===== config.mk =====
export PLATFORM = sky130hd
export DESIGN_NAME = led_mode_select
export DESIGN_NICKNAME = d
export VERILOG_FILES = /design/src/rtl/led_mode_select_pkg.sv /design/src/rtl/led_mode_select_key_debounce.sv /design/src/rtl/led_mode_select.sv
export SDC_FILE = /design/constraint.sdc
export NUM_CORES = 1
export LEC_CHECK = 0
export ABC_AREA = 1
export BUFFER_PORTS_ARGS = -buffer_cell sky130_fd_sc_hd__buf_4
export CORE_UTILIZATION = 57
export CTS_CLUSTER_DIAMETER = 60
export DETAILED_ROUTE_END_ITERATION = 16
export GPL_TIMING_DRIVEN = 1
export PLACE_DENSITY = 0.82
export SLEW_MARGIN = 25
export SYNTH_ARGS = -nofsm -noshare
export SYNTH_HDL_FRONTEND = slang
export SYNTH_SLANG_ARGS = --single-unit

===== constraint.sdc =====
create_clock -name sys_clk -period 1.6 [get_ports sys_clk]
set_input_delay 0.08 -clock sys_clk [delete_from_list [all_inputs] [get_ports sys_clk]]
set_output_delay 0.08 -clock sys_clk [all_outputs]
set_load 0.005 [all_outputs]

===== src/rtl/led_mode_select_pkg.sv =====
`default_nettype none
// ============================================================================
// Module  : led_mode_select_pkg
// Brief   : Shared mode encodings and helpers for the LED mode selector and
//           the LED control block that consumes its mode word.
// Revision: 1.0 - initial release
// ============================================================================
package led_mode_select_pkg;

  // Width of the mode word handed to the LED control block
  localparam int MODE_W = 4;

  // Mode encodings shared with the LED control block
  localparam logic [MODE_W-1:0] MODE_OFF    = 4'd0;
  localparam logic [MODE_W-1:0] MODE_FLASH  = 4'd1;
  localparam logic [MODE_W-1:0] MODE_RUN    = 4'd2;
  localparam logic [MODE_W-1:0] MODE_BREATH = 4'd3;

  // Idle level of an active-low push-button
  localparam logic KEY_RELEASED = 1'b1;

  // What the mode register does in a given cycle
  typedef enum logic [1:0] {
    ACT_KEEP = 2'd0,
    ACT_NEXT = 2'd1,
    ACT_PREV = 2'd2,
    ACT_OFF  = 2'd3
  } mode_act_e;

  // One step forward or backward, wrapping between 0 and max
  function automatic logic [MODE_W-1:0] mode_step(
    input logic [MODE_W-1:0] cur,
    input logic [MODE_W-1:0] max,
    input logic              up
  );
    logic [MODE_W-1:0] res;
    if (up) begin
      res = (cur == max) ? MODE_OFF : cur + 1'b1;
    end else begin
      res = (cur == MODE_OFF) ? max : cur - 1'b1;
    end
    return res;
  endfunction

endpackage : led_mode_select_pkg
`default_nettype wire


===== src/rtl/led_mode_select_key_debounce.sv =====
`default_nettype none
// ============================================================================
// Module  : key_debounce
// Brief   : Two-flop synchroniser, stability counter and falling-edge detect
//           for one active-low push-button.
// Revision: 1.0 - initial release
// ============================================================================
module key_debounce
  import led_mode_select_pkg::*;
#(
  parameter int DEBOUNCE_CYC = 1_000_000
) (
  input  logic sys_clk,
  input  logic rst_n,
  input  logic key_in,
  output logic key_state,
  output logic press_pulse
);

  localparam int              CNT_W    = (DEBOUNCE_CYC > 1) ? $clog2(DEBOUNCE_CYC) : 1;
  localparam logic [CNT_W-1:0] CNT_LAST = CNT_W'(DEBOUNCE_CYC - 1);

  logic [1:0]       sync_q;
  logic             state_q, state_d;
  logic [CNT_W-1:0] cnt_q, cnt_d;
  logic             press_q, press_d;

  // Bring the asynchronous pin into the clock domain; idles at released level
  always_ff @(posedge sys_clk or negedge rst_n) begin
    if (!rst_n) begin
      sync_q <= {2{KEY_RELEASED}};
    end else begin
      sync_q <= {sync_q[0], key_in};
    end
  end

  // Accept a new level only after it has differed for DEBOUNCE_CYC cycles
  always_comb begin
    state_d = state_q;
    cnt_d   = '0;
    if (sync_q[1] != state_q) begin
      if (cnt_q == CNT_LAST) begin
        state_d = sync_q[1];
      end else begin
        cnt_d = cnt_q + 1'b1;
      end
    end
    // Pulse coincides with the first cycle the debounced level reads pressed
    press_d = state_q & ~state_d;
  end

  // Debounced state, stability counter and registered press strobe
  always_ff @(posedge sys_clk or negedge rst_n) begin
    if (!rst_n) begin
      state_q <= KEY_RELEASED;
      cnt_q   <= '0;
      press_q <= 1'b0;
    end else begin
      state_q <= state_d;
      cnt_q   <= cnt_d;
      press_q <= press_d;
    end
  end

  assign key_state   = state_q;
  assign press_pulse = press_q;

endmodule : key_debounce
`default_nettype wire


===== src/rtl/led_mode_select.sv =====
`default_nettype none
// ============================================================================
// Module  : led_mode_select
// Brief   : Steps the LED mode word forward/backward from two push-buttons,
//           forces mode off on a long press of the next key, and strobes
//           mode_chg whenever the word changes.
// Revision: 1.0 - initial release
// ============================================================================
module led_mode_select
  import led_mode_select_pkg::*;
#(
  parameter int DEBOUNCE_CYC = 1_000_000,
  parameter int LONG_CYC     = 100_000_000,
  parameter int MODE_MAX     = 3
) (
  input  logic              sys_clk,
  input  logic              rst_n,
  input  logic              key_next,
  input  logic              key_prev,
  output logic [MODE_W-1:0] cntl,
  output logic              mode_chg
);

  localparam int               HOLD_W    = (LONG_CYC > 1) ? $clog2(LONG_CYC) : 1;
  localparam logic [HOLD_W-1:0] HOLD_LAST = HOLD_W'(LONG_CYC - 1);
  localparam logic [MODE_W-1:0] MODE_TOP  = MODE_W'(MODE_MAX);

  logic next_state, next_press;
  logic prev_state_unused, prev_press;

  logic [HOLD_W-1:0] hold_q, hold_d;
  logic              long_done_q, long_done_d;
  logic              long_fire;
  mode_act_e         act;
  logic [MODE_W-1:0] cntl_q, cntl_d;
  logic              mode_chg_q, mode_chg_d;

  key_debounce #(
    .DEBOUNCE_CYC (DEBOUNCE_CYC)
  ) u_next_key (
    .sys_clk     (sys_clk),
    .rst_n       (rst_n),
    .key_in      (key_next),
    .key_state   (next_state),
    .press_pulse (next_press)
  );

  key_debounce #(
    .DEBOUNCE_CYC (DEBOUNCE_CYC)
  ) u_prev_key (
    .sys_clk     (sys_clk),
    .rst_n       (rst_n),
    .key_in      (key_prev),
    .key_state   (prev_state_unused),
    .press_pulse (prev_press)
  );

  // Hold timer for the next key; one forced-off event per continuous hold
  always_comb begin
    hold_d      = hold_q;
    long_done_d = long_done_q;
    long_fire   = 1'b0;
    if (next_state == KEY_RELEASED) begin
      hold_d      = '0;
      long_done_d = 1'b0;
    end else begin
      if (hold_q != HOLD_LAST) begin
        hold_d = hold_q + 1'b1;
      end
      if ((hold_q == HOLD_LAST) && !long_done_q) begin
        long_fire   = 1'b1;
        long_done_d = 1'b1;
      end
    end
  end

  // Arbitrate key events: long press wins, simultaneous short presses cancel
  always_comb begin
    act = ACT_KEEP;
    if (long_fire) begin
      act = ACT_OFF;
    end else if (next_press && prev_press) begin
      act = ACT_KEEP;
    end else if (next_press) begin
      act = ACT_NEXT;
    end else if (prev_press) begin
      act = ACT_PREV;
    end
  end

  // Next mode word and change strobe
  always_comb begin
    cntl_d = cntl_q;
    unique case (act)
      ACT_NEXT: cntl_d = mode_step(cntl_q, MODE_TOP, 1'b1);
      ACT_PREV: cntl_d = mode_step(cntl_q, MODE_TOP, 1'b0);
      ACT_OFF:  cntl_d = MODE_OFF;
      default:  cntl_d = cntl_q;
    endcase
    mode_chg_d = (cntl_d != cntl_q);
  end

  // Mode register, strobe and hold-timer state
  always_ff @(posedge sys_clk or negedge rst_n) begin
    if (!rst_n) begin
      hold_q      <= '0;
      long_done_q <= 1'b0;
      cntl_q      <= MODE_OFF;
      mode_chg_q  <= 1'b0;
    end else begin
      hold_q      <= hold_d;
      long_done_q <= long_done_d;
      cntl_q      <= cntl_d;
      mode_chg_q  <= mode_chg_d;
    end
  end

  assign cntl     = cntl_q;
  assign mode_chg = mode_chg_q;

endmodule : led_mode_select
`default_nettype wire


==> impl_metrics.ini, run 1 <==
[cts]
path_clk_slew_ps = 110
clockRootBuffer = clkbuf_8
cts_tree = done
clock_path_buffers = 2
htree_num_levels = 3
cts.sinks = 81
worstSkewPairLatency_ps = 380
cts_buffers = 9

[critical_path]
startpoint_type = flop
crit_type = reg -> reg
critPathCaptureType = flop
cp.required_ps = 1870
critPathArrivalTime_ps = 2360
path_max_fanout = 5

[pwr]
p_total_w = 0.00397
pwr_density_cell_nw_per_um2 = 616
vdd_ir_drop_max_v = 0.000593
leakage_nw = 2.96

[layout]
multi_input_area_um2 = 2700
synthToLayoutAreaGrowth_pct = 46.1
fillCellCount = 313
regArea_um2 = 2040
nets = 695
fin_area_um2 = 6450
antennaDiodeCount = 0
drive_above_1_share_pct = 42.0

[global_route]
grtUsageTotal_pct = 32.5
grt_first_pass_wirelength_mm = 20.9
grt_max_degree = 37
grt_pass1_vias = 4603
grt_remaining_overflow = 0
met2_usage_pct = 54.5
grt_most_used_layer = met2
grt_util_met3_pct = 5.92
antenna_found_initial = 1
met1_usage_pct = 38.8

[floorplanning]
die_h_um = 90.0
die_x_um = 90.0
die-area_um2 = 8110
pin_count = 9
rows = 31
coreArea_um2 = 7370
start_util_pct = 59.9

[run]
cap_violations = 0

[route]
wl_per_cell_um = 21.7
ant_nets = 0
drt_iter0_drc = 455
drc = 0
via_per_inst = 6.39
routed_wl_mm = 17.1
drt_pass1_iterations = 8
vias = 5045

[placed_design]
post-place-ws_ps = -146
routabilityCongestion = 0.924
dpl-instance-area_um2 = 5280
post-dp-hpwl_mm = 7.89
port_buffers = 8

[timing]
setup-violations-final = 64
slew_violations = 0
timing.fmax_mhz = 479
worstMarginPinSlew_ps = 586
fin_ws_ps = -489
finClkSkew_ps = 26.0
min_period_ps = 2090
fin_crit_sh_pct = 131
rsz0062_at_grt = true
max-slew-margin-rel_pct = 60.8
holdWs_ps = 221
finalHoldViolCount = 0

[logic_synthesis]
syn_area_um2 = 4420
ys_warn_count = 0
synthDominantCellAreaShare_pct = 42.5
yosysTopAreaCell = dfrtp_1
syn_inst = 548
synthArstFlopShare_pct = 100
yosys-top-cells-count = 84 x nand2_1, 83 x nor2_1, 75 x dfrtp_1, 70 x inv_1, 37 x nand3_1
syn_avg_cell_area_um2 = 8.06
synth_edf_count = 0
ys_seq_area_share_pct = 46.0
synth_cell_type_count = 38
yosys_register_bits = 81
yosysMostFrequentCell = nand2_1
synth_flop_cell = dfrtp_1
synth_area_leaders = dfrtp_1 42%, nand2_1 7.1%, nor2_1 7.1%
syn-num-nets = 558

[run_status]
violations = setup timing
status = complete, but fails checks

[worst_hold_path]
hp-class = in -> async
-- final timing paths --
kind                                      startpoint                   end  slack (ps)  depth (start not counted)
worst max-delay path                       hold_q[0]              mode_chg        -490                         13
worst min-delay path                           rst_n            hold_q[17]         220                          2
worst max register to register             hold_q[0]              mode_chg        -490                         13
worst min register to register  u_prev_key.sync_q[0]  u_prev_key.sync_q[1]         350                          0
max in group asynchronous                      rst_n  u_prev_key.sync_q[0]         680                          3
min in group sys_clk            u_prev_key.sync_q[0]  u_prev_key.sync_q[1]         350                          0
-- metrics by stage --
step | utilization [%] | cells | TNS (ps)
3_3_place_gp | 71.6 | 737 | -102
5_1_grt | 87.6 | 789 | -17500
3_5_place_dp | 71.6 | 737 | -1400
4_1_cts | 78.8 | 772 | -1020
6_report | 87.6 | 789 | -13930
2_1_floorplan | - | 548 | -45.5
-- cell usage in the layout (no fill, tap or decap), drive strengths merged, types with 11 or more instances in the layout --
master  netlist  final
buf           3    126
nor2         90     90
nand2        89     89
inv          76     80
dfrtp        75     75
nand3        45     45
o21ai        26     26
nor3         24     24
nand4        23     23
a21oi        20     20
xor2         16     16
xnor2        11     11
clkbuf        1     11
nor4         11     11
-- worst max-delay path, cell delays in order (launching register included) --
cell and delay (ps):
dfrtp_1 410, ha_2 240, nand2_2 90, nor2_4 140
nand2_4 100, nor2_4 170, nand3_4 120, clkbuf_16 200
nand3_4 80, nand2_1 70, nand2_1 70, nand2_1 60
nor2_1 170, nand2_1 90
-- final cells by class --
class	instances	area share [%]
clock buffer	10	2.13
clock inverter	6	1.14
inverter	77	4.71
multi-input combinational	386	41.8
sequential	81	31.5
tap	99	1.92
timing repair buffer	130	16.7
-- kinds of logic after synthesis --
group	count (synthesis)	share of synthesized area, %
buffers and inverters	81	7.08
AO/OA/AOI/OAI	62	7.76
XOR/XNOR	27	5.35
flip-flops	81	46.0
AND/OR/NAND/NOR	289	31.5
adder cells (fa/ha/maj)	6	1.70
multiplexers	2	0.510
-- state kept, by name (all words and copies together) (netlist names), 2 cells and up --
signal	cells
u_prev_key.cnt_q	20
u_next_key.sync_q	2
cntl	4
u_next_key.cnt_q	20
hold_q	27
u_prev_key.sync_q	2
-- per-layer routing --
metal	vias to the layer above	share of wire [%]
met5	-	0.058
met3	151	8.5
li1	2104	-
met2	405	49
met1	2383	34
met4	2	8.5
-- repair_timing --
| action | in CTS | in global routing |
|---|---|---|
| cloned | 0 | 2 |
| pin swaps | 10 | 33 |
| resized for setup | 51 | 127 |
| hold buffers | 3 | 0 |
| setup buffers | 16 | 16 |
| endpoints found under the setup margin | 40 | 62 |
| endpoints found under the hold margin | 32 | 0 |
-- where the power goes --
part	total [W]	internal [W]	switching (W)	leakage, nW
sequential	0.00209	0.00207	0.0000233	1.09
combinational	0.000197	0.0000788	0.000118	1.77
clock	0.00169	0.000788	0.000898	0.101
(Power assumes the default switching activity.)
==> inputs of run 2 (changes only) <==
==> constraint.sdc (replaced) <==
create_clock -name sys_clk -period 1.6 [get_ports sys_clk]
set_input_delay 0.16 -clock sys_clk [delete_from_list [all_inputs] [get_ports sys_clk]]
set_output_delay 0.16 -clock sys_clk [all_outputs]
set_load 0.005 [all_outputs]
==> run 2 against run 1 <==
Against the previous run: the run still ends with setup timing left; largest cell class unchanged; largest power group unchanged; utilization shrank 1.1 points; clock power grew 12%; sequential power is essentially flat; clock skew shrank 9.2 ps; combinational power shrank 11%.
==> impl_metrics.ini, run 2 (synthesized netlist as in run 1, its figures left out) <==
[run_status]
status = complete, but fails checks
violations = setup timing

[timing]
fin_ws_ps = -424
max-slew-margin-rel_pct = 64.7
finClkSkew_ps = 16.8
slew_violations = 0
timing.fmax_mhz = 494
min_period_ps = 2020
finalHoldViolCount = 0
rsz0062_at_grt = true
setup-violations-final = 61
worstMarginPinSlew_ps = 527
fin_crit_sh_pct = 127

[global_route]
grtUsageTotal_pct = 28.7
grt_remaining_overflow = 0
grt_first_pass_wirelength_mm = 19.0
grt_max_degree = 36
antenna_found_initial = 0
grt_pass1_vias = 4230

[floorplanning]
die-area_um2 = 8110
pin_count = 9
start_util_pct = 59.9
die_h_um = 90.0
coreArea_um2 = 7370
rows = 31
die_x_um = 90.0

[layout]
final_cell_mix = 105 x buf_4, 75 x dfrtp_1, 71 x nand2_1
regArea_um2 = 2030
top_register = hold_q
fin_cells = 783
fillCellCount = 341
synthToLayoutAreaGrowth_pct = 44.3
nets = 689
reg_top3 = hold_q (27), u_next_key.cnt_q (20), u_prev_key.cnt_q (20)
largest_reg_flops = 27
drive_above_1_share_pct = 40.5
antennaDiodeCount = 0
final_common_cell = buf_4
multi_input_area_um2 = 2640

[pwr]
vdd_ir_drop_max_v = 0.000694
p_total_w = 0.00416
pwr_density_cell_nw_per_um2 = 652
leakage_nw = 2.93

[route]
via_per_inst = 6.45
vias = 5047
drc = 0
routed_wl_mm = 16.8
drt_iter0_drc = 669
ant_nets = 0
drt_pass1_iterations = 6
wl_per_cell_um = 21.5

[placed_design]
post-place-ws_ps = -129
post-dp-hpwl_mm = 7.64
place_inst = 738
port_buffers = 8
routabilityCongestion = 0.951

[critical_path]
path_common_cell = nand2_1
critPathLaunch = hold_q[1]
reg2reg_depth = 13
path_max_fanout = 6
reg2reg_slack_ps = -420
r2r-start = hold_q[1]
startpoint_type = flop
reg2reg_to = mode_chg
critPathCaptureType = flop
cp.required_ps = 1860
crit_type = reg -> reg
path_cells = ha_2, nand2_2, nor2_4, nand2_4, nor2_4, nand3_4, buf_12, nand3_4, nand3_2, nand2_1, nand2_1, nor2_1, nand2_1
critical_path.max_stage_delay_ps = 390
critPathArrivalTime_ps = 2290
critPathSlowestCell = dfrtp_1

[cts]
cts_buffers = 9
worstSkewPairLatency_ps = 370
clock_path_buffers = 2
cts.sinks = 81
clockRootBuffer = clkbuf_8
cts_tree = done
htree_num_levels = 3
path_clk_slew_ps = 100

[run]
cap_violations = 0

[worst_hold_path]
hp-class = in -> async
[run 2: cell count changes in the layout (fill, tap and decap cells not counted), moves of 3 or more]
cell / delta
buf_4: -5
nor2_2: +5
nor2_4: -5
o21ai_0: +4
nand2_2: +3
nand3_2: -3
[run 2: power breakdown]
| group | internal (W) | leakage [nW] | switching [W] |
|---|---|---|---|
| combinational | 0.0000691 | 1.71 | 0.000107 |
| sequential | 0.00207 | 1.09 | 0.0000173 |
| clock | 0.00109 | 0.127 | 0.000810 |
| total | 0.00322 | 2.93 | 0.000935 |
[run 2: worst max-delay path by stage]
stage	endpoint	slack, ps	depth (start not counted)
after global placement	mode_chg	-60	13
after CTS	mode_chg	-80	13
after floorplan	mode_chg	-50	13
after global routing	mode_chg	-420	13
final	mode_chg	-420	13
after detailed placement	mode_chg	-130	13
[run 2: per-layer routing]
metal	vias up	part of all wire (%)	track usage [%]
li1	2084	-	-
met1	2344	34	36.3
met2	460	49	49.6
met3	159	9.5	4.91
met4	0	8.3	10.2
met5	-	0	0
[run 2: cell type report]
class | count | area share [%]
Tap cell | 99 | 1.94
Timing Repair Buffer | 124 | 16.2
Multi-Input combinational cell | 386 | 41.4
Clock buffer | 10 | 2.16
Inverter | 77 | 4.65
Clock inverter | 6 | 1.77
Sequential cell | 81 | 31.9
[run 2: critical path: cells and delay by family (launching register included)]
family	cells	cell delay, ps
AND/OR/NAND/NOR	11	1140
flip-flops	1	390
adder cells (fa/ha/maj)	1	220
buffers and inverters	1	180
[run 2: timing repair]
item	in CTS	in global routing
hold buffers	3	0
setup buffers	6	21
gates resized for setup	14	143
pin swaps	4	33
gates cloned	0	2
setup endpoints to repair	31	60
endpoints found under the hold margin	35	0
[run 2: per-stage QoR]
| stage | cell area (µm²) | utilization, % | TNS (ps) | hold WS (ps) |
|---|---|---|---|---|
| 2_1_floorplan | 4450 | - | -45.5 | -136 |
| 3_3_place_gp | 5290 | 71.7 | -110 | 70.5 |
| 3_5_place_dp | 5290 | 71.7 | -571 | 73.0 |
| 4_1_cts | 5670 | 76.9 | -155 | 244 |
| 5_1_grt | 6370 | 86.5 | -13330 | 256 |
| 6_report | 6370 | 86.5 | -8310 | 235 |
==> inputs of run 3 (changes only) <==
--- a/config.mk
+++ b/config.mk
@@ -7,7 +7,9 @@
 export LEC_CHECK = 0
 export ABC_AREA = 1
 export BUFFER_PORTS_ARGS = -buffer_cell sky130_fd_sc_hd__buf_4
-export CORE_UTILIZATION = 57
+export CELL_PAD_IN_SITES_DETAIL_PLACEMENT = 1
+export CELL_PAD_IN_SITES_GLOBAL_PLACEMENT = 2
+export CORE_UTILIZATION = 35
 export CTS_CLUSTER_DIAMETER = 60
 export DETAILED_ROUTE_END_ITERATION = 16
 export GPL_TIMING_DRIVEN = 1
==> run 3 against run 2 <==
Against the previous run: the run still ends with setup timing left; die area is 61% higher; clock-buffer cell count is 1 lower; setup slack better by 290 ps; cell count is 11% higher; critical path type unchanged; largest cell class unchanged.
==> impl_metrics.ini, run 3 (synthesized netlist as in run 1, its figures left out) <==
[pwr]
leakage_nw = 2.94
pwr_density_cell_nw_per_um2 = 656
vdd_ir_drop_max_v = 0.000742

[timing]
fin_ws_ps = -138
max-slew-margin-rel_pct = 69.0
timing.fmax_mhz = 575
holdWs_ps = 359
min_period_ps = 1740
finalHoldViolCount = 0
finClkSkew_ps = 8.98
setup_tns_ps = -1610
worstMarginPinSlew_ps = 464
fin_crit_sh_pct = 109
slew_violations = 0
rsz0062_at_grt = true
setup-violations-final = 40

[critical_path]
cp.required_ps = 1850
cp-endpoint = mode_chg
path_cells = ha_2, nand2_2, nor2_4, nand2_4, nor2_4, nand3_4, buf_12, nand3_2, nand3_2, nand2_1, nand2_1, nor2_1, nand2_1
path_max_fanout = 10
critPathArrivalTime_ps = 1990
critPathSlowestCell = dfrtp_1
critPathCaptureType = flop
reg2reg_to = mode_chg
critPathLaunch = hold_q[1]
path_common_cell = nand2_1
startpoint_type = flop
critical_path.max_stage_delay_ps = 360
crit_type = reg -> reg
reg2reg_slack_ps = -140
r2r-start = hold_q[1]
reg2reg_depth = 13

[floorplanning]
die_h_um = 114
rows = 40
start_util_pct = 36.3
die_x_um = 114
die-area_um2 = 13100
pin_count = 9
coreArea_um2 = 12200

[route]
routed_wl_mm = 14.1
ant_nets = 0
drc = 0
drt_pass1_iterations = 4
wl_per_cell_um = 16.2
drt_iter0_drc = 131
via_per_inst = 4.98
vias = 4326

[layout]
final_cell_mix = 125 x buf_4, 76 x nand2_1, 73 x dfrtp_1
nets = 705
final_common_cell = buf_4
synthToLayoutAreaGrowth_pct = 48.4
antennaDiodeCount = 0
drive_above_1_share_pct = 40.7
largest_reg_flops = 27
top_register = hold_q
reg_top3 = hold_q (27), u_next_key.cnt_q (20), u_prev_key.cnt_q (20)

[cts]
clockRootBuffer = clkbuf_16
cts.sinks = 81
cts_buffers = 9
path_clk_slew_ps = 70
clock_path_buffers = 2
worstSkewPairLatency_ps = 360
htree_num_levels = 3
cts_tree = done

[global_route]
grtUsageTotal_pct = 21.7
grt_remaining_overflow = 0
grt_pass1_vias = 4666
antenna_found_initial = 0
grt_max_degree = 82
grt_first_pass_wirelength_mm = 22.1

[placed_design]
routabilityCongestion = 0.802
port_buffers = 8
post-place-ws_ps = -167
post-dp-hpwl_mm = 9.57

[worst_hold_path]
hp-class = reg -> reg

[run]
cap_violations = 0

[run_status]
violations = setup timing
status = complete, but fails checks
-- run 3: cell count changes in the layout (fill, tap and decap cells not counted), sizes merged --
cell | previous run | this run
buf | 120 | 136
clkinvlp | 0 | 2
inv | 78 | 79
clkinv | 2 | 3
clkbuf | 11 | 10
bufinv | 3 | 0
-- run 3: layout make-up --
cell class,count,area (µm²)
Clock buffer,9,225
Timing Repair Buffer,140,1140
Tap cell,168,210
Inverter,77,302
Fill cell,1442,5610
Multi-Input combinational cell,386,2580
Sequential cell,81,2040
Clock inverter,7,61.3
-- run 3: how the worst min path moves through the flow --
stage                               from                   end  slack [ps]  depth (start not counted)
global route        u_prev_key.sync_q[0]  u_prev_key.sync_q[1]         360                          0
global placement                   rst_n             hold_q[9]         230                          2
floorplan                          rst_n               cntl[0]        -140                          0
finish              u_next_key.sync_q[0]  u_next_key.sync_q[1]         360                          0
detailed placement                 rst_n             hold_q[9]         230                          2
CTS                 u_next_key.sync_q[0]  u_next_key.sync_q[1]         360                          0
-- run 3: power by group --
| part | switching, W | internal [W] |
|---|---|---|
| clock | 0.000952 | 0.00108 |
| sequential | 0.0000182 | 0.00207 |
| combinational | 0.000109 | 0.0000750 |
| total | 0.00108 | 0.00322 |
-- run 3: critical path: cells and delay by family, from the launching register on --
kind / cells / cell delay, ps
adder cells (fa/ha/maj): 1 / 190
AND/OR/NAND/NOR: 11 / 920
flip-flops: 1 / 360
buffers and inverters: 1 / 160
-- run 3: what timing repair did --
action | in CTS | in global routing
setup buffers | 10 | 13
cloned | 0 | 1
pin swaps | 14 | 25
resized for setup | 57 | 88
hold endpoints to repair | 77 | 0
hold buffers | 3 | 0
endpoints found under the setup margin | 47 | 63
-- run 3: through the flow --
| stage | total power (W) | util [%] | instances | area (µm²) |
|---|---|---|---|---|
| after global placement | 0.00224 | 45.4 | 826 | 5520 |
| after CTS | 0.00430 | 50.0 | 855 | 6080 |
| after floorplan | 0.00216 | - | 548 | 4450 |
| after detailed placement | 0.00225 | 45.4 | 826 | 5520 |
| after global routing | 0.00445 | 53.9 | 868 | 6560 |
| final | 0.00430 | 53.9 | 868 | 6560 |
-- run 3: metal layers --
layer | part of all wire (%) | track usage, %
met5 | 0 | 0
met4 | 1.3 | 5.19
met3 | 1.9 | 4.66
met2 | 54 | 39.7
met1 | 43 | 25.9
